--- src/rtl/ovc_credit_tracker.sv ---
// Output-VC credit tracker: owns downstream credits, allocates the OVC
// per packet, registers flits onto the link and frees after drain.
module ovc_credit_tracker #(
  parameter int FLIT_SIZE  = 32,
  parameter int HEADER_LEN = 2,
  parameter logic [HEADER_LEN-1:0] HEAD_FLIT   = 2'b00,
  parameter logic [HEADER_LEN-1:0] BODY_FLIT   = 2'b01,
  parameter logic [HEADER_LEN-1:0] TAIL_FLIT   = 2'b10,
  parameter logic [HEADER_LEN-1:0] SINGLE_FLIT = 2'b11,
  parameter int VC_SIZE    = 8,
  parameter int IVC_ID_W   = 4,
  parameter int CNT_W      = $clog2(VC_SIZE+1)
) (
  input  logic                 clk,
  input  logic                 rst,
  input  logic                 alloc_req,
  input  logic [IVC_ID_W-1:0]  alloc_id,
  output logic                 alloc_gnt,
  output logic [IVC_ID_W-1:0]  owner,
  output logic                 ovc_busy,
  input  logic [FLIT_SIZE-1:0] flit_in,
  input  logic                 valid_in,
  output logic [FLIT_SIZE-1:0] flit_out,
  output logic                 valid_out,
  input  logic                 credit_in,
  output logic                 credit_avail,
  output logic [CNT_W-1:0]     credit_cnt,
  output logic                 err
);

  localparam logic [CNT_W-1:0] FULL = CNT_W'(VC_SIZE);
  localparam logic [CNT_W-1:0] ONE  = CNT_W'(1);

  typedef enum logic [1:0] {
    FREE  = 2'd0,
    BUSY  = 2'd1,
    DRAIN = 2'd2
  } state_t;

  state_t state_q, state_d;
  logic [CNT_W-1:0] cnt_q, cnt_d;
  logic [HEADER_LEN-1:0] ftype;
  logic is_last;
  logic accept;
  logic ovf;
  logic drop;

  assign ftype = flit_in[FLIT_SIZE-1 -: HEADER_LEN];

  always_comb begin
    is_last = 1'b0;
    case (ftype)
      TAIL_FLIT, SINGLE_FLIT: is_last = 1'b1;
      HEAD_FLIT, BODY_FLIT:   is_last = 1'b0;
      default:                is_last = 1'b0;
    endcase
  end

  assign accept = valid_in
                & (state_q == BUSY)
                & (cnt_q != '0);
  // Overflow only when nothing is consumed in the same cycle.
  assign ovf  = credit_in & ~accept
              & (cnt_q == FULL);
  assign drop = valid_in & ~accept;

  always_comb begin
    cnt_d = cnt_q;
    unique case (1'b1)
      accept & ~credit_in:
        cnt_d = cnt_q - ONE;
      ~accept & credit_in & ~ovf:
        cnt_d = cnt_q + ONE;
      default:
        cnt_d = cnt_q;
    endcase
  end

  always_comb begin
    state_d = state_q;
    unique case (state_q)
      FREE:
        if (alloc_req) state_d = BUSY;
      BUSY:
        if (accept & is_last)
          state_d = DRAIN;
      DRAIN:
        if (cnt_d == FULL)
          state_d = FREE;
      default:
        state_d = FREE;
    endcase
  end

  assign alloc_gnt    = alloc_req
                      & (state_q == FREE);
  assign ovc_busy     = (state_q != FREE);
  assign credit_avail = (cnt_q != '0)
                      & (state_q == BUSY);
  assign credit_cnt   = cnt_q;

  always_ff @(posedge clk or negedge rst) begin
    if (!rst) begin
      state_q   <= FREE;
      cnt_q     <= FULL;
      owner     <= '0;
      flit_out  <= '0;
      valid_out <= 1'b0;
      err       <= 1'b0;
    end else begin
      state_q   <= state_d;
      cnt_q     <= cnt_d;
      valid_out <= accept;
      err       <= err | drop | ovf;
      if (alloc_gnt) owner <= alloc_id;
      if (accept) flit_out <= flit_in;
    end
  end

endmodule

--- config.mk ---
export PLATFORM = sky130hd
export DESIGN_NAME = ovc_credit_tracker
export DESIGN_NICKNAME = d
export VERILOG_FILES = /design/src/rtl/ovc_credit_tracker.sv
export SDC_FILE = /design/constraint.sdc
export NUM_CORES = 1
export LEC_CHECK = 0
export BUFFER_PORTS_ARGS = -buffer_cell sky130_fd_sc_hd__buf_4
export CAP_MARGIN = 20
export CORE_ASPECT_RATIO = 0.9
export CORE_MARGIN = 3
export CORE_UTILIZATION = 40
export CTS_CLUSTER_DIAMETER = 30
export CTS_CLUSTER_SIZE = 24
export DETAILED_ROUTE_END_ITERATION = 10
export GPL_TIMING_DRIVEN = 0
export PLACE_DENSITY = 0.71
export SLEW_MARGIN = 20
export SYNTH_ARGS = -nofsm -noshare
export SYNTH_HDL_FRONTEND = slang
export SYNTH_SLANG_ARGS = --single-unit
--- constraint.sdc ---
create_clock -name clk -period 2.2 [get_ports clk]
set_clock_uncertainty 0.05 [all_clocks]
set_input_delay 0.11 -clock clk [delete_from_list [all_inputs] [get_ports clk]]
set_output_delay 0.11 -clock clk [all_outputs]
set_load 0.01 [all_outputs]
==> results of run 1 <==
-- worst max path at each step --
stage / startpoint / to / slack (ns) / cells past startpoint
global placement: credit_cnt[2] / state_q[1] / -0.23 / 9
detailed placement: credit_cnt[2] / state_q[1] / -0.26 / 9
CTS: credit_cnt[0] / state_q[1] / -0.14 / 10
finish: credit_cnt[0] / state_q[1] / -0.18 / 10
global route: credit_cnt[0] / state_q[1] / -0.27 / 10
floorplan: credit_cnt[2] / state_q[1] / -0.10 / 9
-- per-stage QoR --
step / setup slack, ns / setup TNS (ns)
global placement: -0.231 / -0.303
CTS: -0.138 / -0.138
global route: -0.272 / -0.449
floorplan: -0.100 / -0.100
detailed placement: -0.256 / -0.347
finish: -0.181 / -0.196
-- layout make-up --
| type | count | share of cell area, % |
|---|---|---|
| timing repair buffer | 132 | 30.9 |
| tap | 65 | 2.34 |
| buffer | 6 | 1.65 |
| clock inverter | 2 | 1.12 |
| clock buffer | 6 | 2.37 |
| inverter | 7 | 0.899 |
| multi-input combinational | 85 | 28.9 |
| sequential | 44 | 31.8 |
-- sequential cells by signal, summed over array words and instances (netlist names) --
signal	flops
credit_cnt	4
err	1
flit_out	32
owner	4
state_q	2
valid_out	1
-- per-layer routing --
layer | up-vias | part of all wire (%)
met3 | 6 | 7.5
met4 | 0 | 0.99
met2 | 68 | 49
met1 | 777 | 42
met5 | - | 0
li1 | 773 | -
-- synthesized netlist by cell type, types with 3 or more instances --
library cell  number
dfrtp_1           43
inv_1              5
nor2_1             3
mux2_4            29
buf_6              4
mux2_2             4
nand3_1            3
a211oi_1           3
nand2_1            7
-- timing repair --
item,4_1_cts,5_1_grt
resized for setup,1,4
hold buffers,33,1
pin swaps,10,9
hold endpoints to repair,75,1
setup buffers,10,4
setup endpoints to repair,2,3
gates cloned,0,0
-- power by group --
part           total [mW]  internal (mW)  switching, mW
logic                2.86           1.66           1.20
clock network       0.640          0.371          0.269
registers            1.49           1.23          0.263
-- cells by family after synthesis --
| logic type | after synthesis |
|---|---|
| simple gates | 26 |
| compound gates | 16 |
| flops | 44 |
| buf+inv | 13 |
| fa+ha+maj | 3 |
| xor+xnor | 4 |
| mux | 36 |
==> flow_summary.json, run 1 <==
{
  "synth.area.top_cells": "dfrtp_1 51%, mux2_4 21%, buf_6 2.1%",
  "synth_fa_ha_area_share_pct": 2.14,
  "met2_usage_pct": 30.4,
  "syn_inst": 142,
  "max_slew_margin_pct": 63.6,
  "grt.busiest_layer": "met2",
  "dr_total_vias": 1624,
  "start_kind": "flip-flop",
  "die-area_sq_mm": 0.00617,
  "cts_inserted_buffers": 5,
  "clock_latency_ns": 0.29,
  "crit_required_ns": 2.36,
  "wl_per_cell_microns": 15.4,
  "first_pass_iters": 4,
  "routed_wl_microns": 5330,
  "grt_pass1_vias": 1753,
  "timing.fmax_mhz": 420,
  "report.power.total_mw": 4.99,
  "n_antenna_cell": 0,
  "placed_cell_area_sq_mm": 0.00288,
  "fin_ws_ns": -0.181,
  "globalRouteTotalUtil_pct": 17.9,
  "synth_compound_area_share_pct": 5.89,
  "crit_chain": "buf_6 -> nor3_4 -> nor2_2 -> or3_4 -> ha_4 -> a21oi_4 -> a2111oi_4 -> a311oi_2 -> nand2_1 -> a31oi_1",
  "power_density_mw_per_mm2": 1430,
  "critPathMaxStageDelay_ns": 0.41,
  "cts_root_buf": "clkbuf_8",
  "yosysWarnings": 0,
  "synth_top_cell_area_share_pct": 51.2,
  "syn-cell-area_sq_mm": 0.00210,
  "ys.flop_type": "dfrtp_1",
  "min_from": "flit_in[3]",
  "timing.hold.ws_ns": 0.0152,
  "grt_antenna_before_repair": 0,
  "finalHoldViolations": 0,
  "holdPathEnd": "flit_out[3]",
  "synth_area_leader_cell": "dfrtp_1",
  "num-fill-cells": 345,
  "boundaryPins": 86,
  "final_common_cell": "buf_4",
  "cap_violations": 0,
  "clock_sinks": 44,
  "timing.final.crit_share_pct": 108,
  "port_buffers": 84,
  "synth-edff-count": 0,
  "drc_errors": 0,
  "timing.final.crit_period_ns": 2.38,
  "path_clk_slew_ns": 0.09,
  "r2r_setup_slack_ns": -0.18,
  "hold_path_depth": 2,
  "syn-num-nets": 186,
  "ant_nets": 0,
  "use_met3_pct": 5.14,
  "area_growth_pct": 65.4,
  "syn-mean-instance-area_sq_um": 14.8,
  "synth-seq-cells": 44,
  "final_area_sq_mm": 0.00348,
  "hp-class": "input port to flip-flop",
  "start_util_pct": 42.4,
  "cts_tree": "built",
  "cp.arrival_ns": 2.54,
  "yosysSeqAreaShare_pct": 52.4,
  "grt_pass1_wl_microns": 8380,
  "synthMuxAreaShare_pct": 24.4,
  "synth_top_family_by_area": "multiplexers",
  "fin_cells": 347,
  "dp_cells": 291,
  "nNetsFinal": 325,
  "rr_worst_depth": 10,
  "synthXorXnorAreaFrac_pct": 1.67,
  "routed_via_density": 4.68,
  "finalSetupViolCount": 2,
  "power_leakage_nw": 1.65,
  "fp.dieW_microns": 82.4,
  "synth_simple_gate_area_share_pct": 9.28,
  "htree_num_levels": 2,
  "die_h_microns": 74.8,
  "failed_checks": "setup timing",
  "criticalPathCategory": "flip-flop to flip-flop",
  "end_kind": "flip-flop",
  "crit_path_max_fanout": 4,
  "tightest_slew_ns": 0.545,
  "peakVddDrop_mv": 0.766,
  "mostFrequentLayoutCells": "99 x buf_4, 41 x dfrtp_1, 34 x dlygate4sd3_1",
  "rows": 24,
  "multi_input_area_sq_mm": 0.00101,
  "cts_buffer_depth": 2,
  "cpLargestDelayFamily": "simple AND/OR/NAND/NOR gates",
  "rsz0062_at_grt": "true",
  "path_buf_inv": 1,
  "slowest_stage": "or3_4",
  "layout-drive-gt1-share_pct": 59.2,
  "first_iter_violations": 32,
  "regArea_sq_mm": 0.00110,
  "grt.overflow.total": 0,
  "grt_max_degree": 45,
  "status": "finished, violations left",
  "core-area_sq_mm": 0.00495,
  "r2r-end": "state_q[1]",
  "gp_congestion": 0.817,
  "async_flop_share_pct": 100,
  "timing.rr.start": "credit_cnt[0]",
  "dpl.hpwl_microns": 3350,
  "maxSlewViolCount": 0,
  "post-route-util_pct": 70.2,
  "grtUsageMet1_pct": 22.4,
  "synth_cell_type_count": 42
}
Power figures use the tool's default switching activity.
==> run 2: changes to the inputs <==
--- a/config.mk
+++ b/config.mk
@@ -5,7 +5,6 @@
 export SDC_FILE = /design/constraint.sdc
 export NUM_CORES = 1
 export LEC_CHECK = 0
-export BUFFER_PORTS_ARGS = -buffer_cell sky130_fd_sc_hd__buf_4
 export CAP_MARGIN = 20
 export CORE_ASPECT_RATIO = 0.9
 export CORE_MARGIN = 3
@@ -13,8 +12,8 @@
 export CTS_CLUSTER_DIAMETER = 30
 export CTS_CLUSTER_SIZE = 24
 export DETAILED_ROUTE_END_ITERATION = 10
+export DONT_BUFFER_PORTS = 1
 export GPL_TIMING_DRIVEN = 0
-export PLACE_DENSITY = 0.71
 export SLEW_MARGIN = 20
 export SYNTH_ARGS = -nofsm -noshare
 export SYNTH_HDL_FRONTEND = slang
==> run 2 against run 1 <==
Clock-buffer cell count stayed put. The flow still finishes with violations (setup timing). Total power down 16%. Setup slack worse by 0.039 ns. Via count down 17%. Critical path depth shrank 1.
==> flow_summary.json, run 2 (same netlist as run 1, synthesis figures left out) <==
{
  "wl_per_cell_microns": 17.3,
  "dpl.hpwl_microns": 3060,
  "cap_violations": 0,
  "area_growth_pct": 35.7,
  "criticalPathCategory": "flip-flop to flip-flop",
  "fp.dieW_microns": 82.4,
  "power_density_mw_per_mm2": 1470,
  "r2r-end": "state_q[1]",
  "mostFrequentLayoutCells": "40 x dfrtp_1, 39 x dlygate4sd3_1, 29 x mux2_4",
  "peakVddDrop_mv": 0.767,
  "hp-class": "input port to flip-flop",
  "drc_errors": 0,
  "routed_via_density": 5.06,
  "power_leakage_nw": 1.25,
  "globalRouteTotalUtil_pct": 15.5,
  "cp.arrival_ns": 2.58,
  "dp_slack_ns": -0.307,
  "cts_inserted_buffers": 5,
  "boundaryPins": 86,
  "hold_path_depth": 3,
  "cts_root_buf": "clkbuf_8",
  "grt.overflow.total": 0,
  "ant_nets": 0,
  "gp_congestion": 0.802,
  "fin_tns_setup_ns": -0.402,
  "slowest_stage": "dfrtp_2",
  "htree_num_levels": 2,
  "rsz0062_at_grt": "true",
  "grt_max_degree": 45,
  "final_common_cell": "dfrtp_1",
  "maxSlewViolCount": 0,
  "n_antenna_cell": 0,
  "timing.rr.start": "credit_cnt[2]",
  "r2r_setup_slack_ns": -0.22,
  "critPathMaxStageDelay_ns": 0.52,
  "cts_tree": "built",
  "grt_antenna_before_repair": 0,
  "path_clk_slew_ns": 0.08,
  "grt_pass1_wl_microns": 7220,
  "start_util_pct": 42.4,
  "die-area_sq_mm": 0.00617,
  "tightest_slew_ns": 0.574,
  "end_kind": "flip-flop",
  "crit_path_max_fanout": 7,
  "failed_checks": "setup timing",
  "timing.fmax_mhz": 413,
  "top_register": "flit_out",
  "crit_required_ns": 2.36,
  "grt_pass1_vias": 1495,
  "max_slew_margin_pct": 61.6,
  "first_pass_iters": 4,
  "dr_total_vias": 1345,
  "layout-drive-gt1-share_pct": 38.8,
  "largest_reg_flops": 32,
  "holdPathEnd": "err",
  "routed_wl_microns": 4600,
  "status": "finished, violations left",
  "die_h_microns": 74.8,
  "rr_worst_depth": 9,
  "clock_sinks": 44,
  "core-area_sq_mm": 0.00495,
  "crit_chain": "nor3_4 -> nor2_2 -> or3_4 -> ha_4 -> a21oi_4 -> a2111oi_2 -> a311oi_1 -> nand2_1 -> a31oi_1",
  "finalSetupViolCount": 2,
  "timing.final.crit_share_pct": 110,
  "nNetsFinal": 244,
  "fin_ws_ns": -0.220,
  "first_iter_violations": 16,
  "rows": 24,
  "cts_buffer_depth": 2,
  "timing.final.crit_period_ns": 2.42,
  "clock_latency_ns": 0.28,
  "finalHoldViolations": 0,
  "start_kind": "flip-flop",
  "port_buffers": 0,
  "min_from": "valid_in"
}
[run 2: what timing repair did]
action	CTS	global route
hold endpoints to repair	82	0
pin swaps	7	5
gates resized for setup	1	2
buffers inserted	8	3
hold buffers	40	0
endpoints found under the setup margin	2	33
[run 2: worst max-delay path: cells and delay by family, from the launching register on]
family,cells,cell delay (ns)
and+or+nand+nor,4,0.81
AOI/OAI and AO/OA,4,0.71
DFF,1,0.52
adders and majority gates,1,0.26
[run 2: worst max path at each step]
stage / startpoint / endpoint / slack, ns
after floorplan: credit_cnt[2] / state_q[1] / -0.10
after global placement: credit_cnt[0] / state_q[1] / -0.26
after detailed placement: credit_cnt[2] / state_q[1] / -0.31
after CTS: credit_cnt[0] / state_q[1] / -0.25
after global routing: credit_cnt[2] / state_q[1] / -0.40
final: credit_cnt[2] / state_q[1] / -0.22
[run 2: through the flow]
| step | instances | power, mW | area (sq um) | hold slack, ns | utilization (%) |
|---|---|---|---|---|---|
| after floorplan | 142 | 3.08 | 2160 | -0.236 | - |
| after global placement | 207 | 3.31 | 2240 | -0.234 | 45.3 |
| after CTS | 263 | 4.19 | 2820 | 0.0852 | 57.0 |
| after global routing | 266 | 4.48 | 2850 | 0.113 | 57.6 |
| final | 266 | 4.19 | 2850 | 0.0968 | 57.6 |
| after detailed placement | 207 | 3.38 | 2240 | -0.235 | 45.3 |
[run 2: report_power, final]
part	internal, mW	switching (mW)	leakage [nW]
Sequential	1.23	0.585	0.512
Combinational	1.09	0.700	0.683
Clock	0.337	0.252	0.0552
Total	2.65	1.54	1.25
[run 2: area by class of cell]
class                           count  area [sq um]
Timing Repair Buffer               51           489
Sequential cell                    44          1110
Buffer                              6          57.6
Inverter                            7          31.3
Multi-Input combinational cell     85           981
Clock buffer                        6          72.6
Tap cell                           65          81.3
Clock inverter                      2          35.0
Fill cell                         404          2100
[run 2: per-layer routing]
layer  global-route usage (%)  routed length, microns  vias to the layer above
li1                         -                       -                      614
met1                     17.8                    1750                      668
met2                     27.3                    2420                       61
met3                     5.74                     416                        2
met4                     4.24                      18                        0
met5                        0                       0                        -
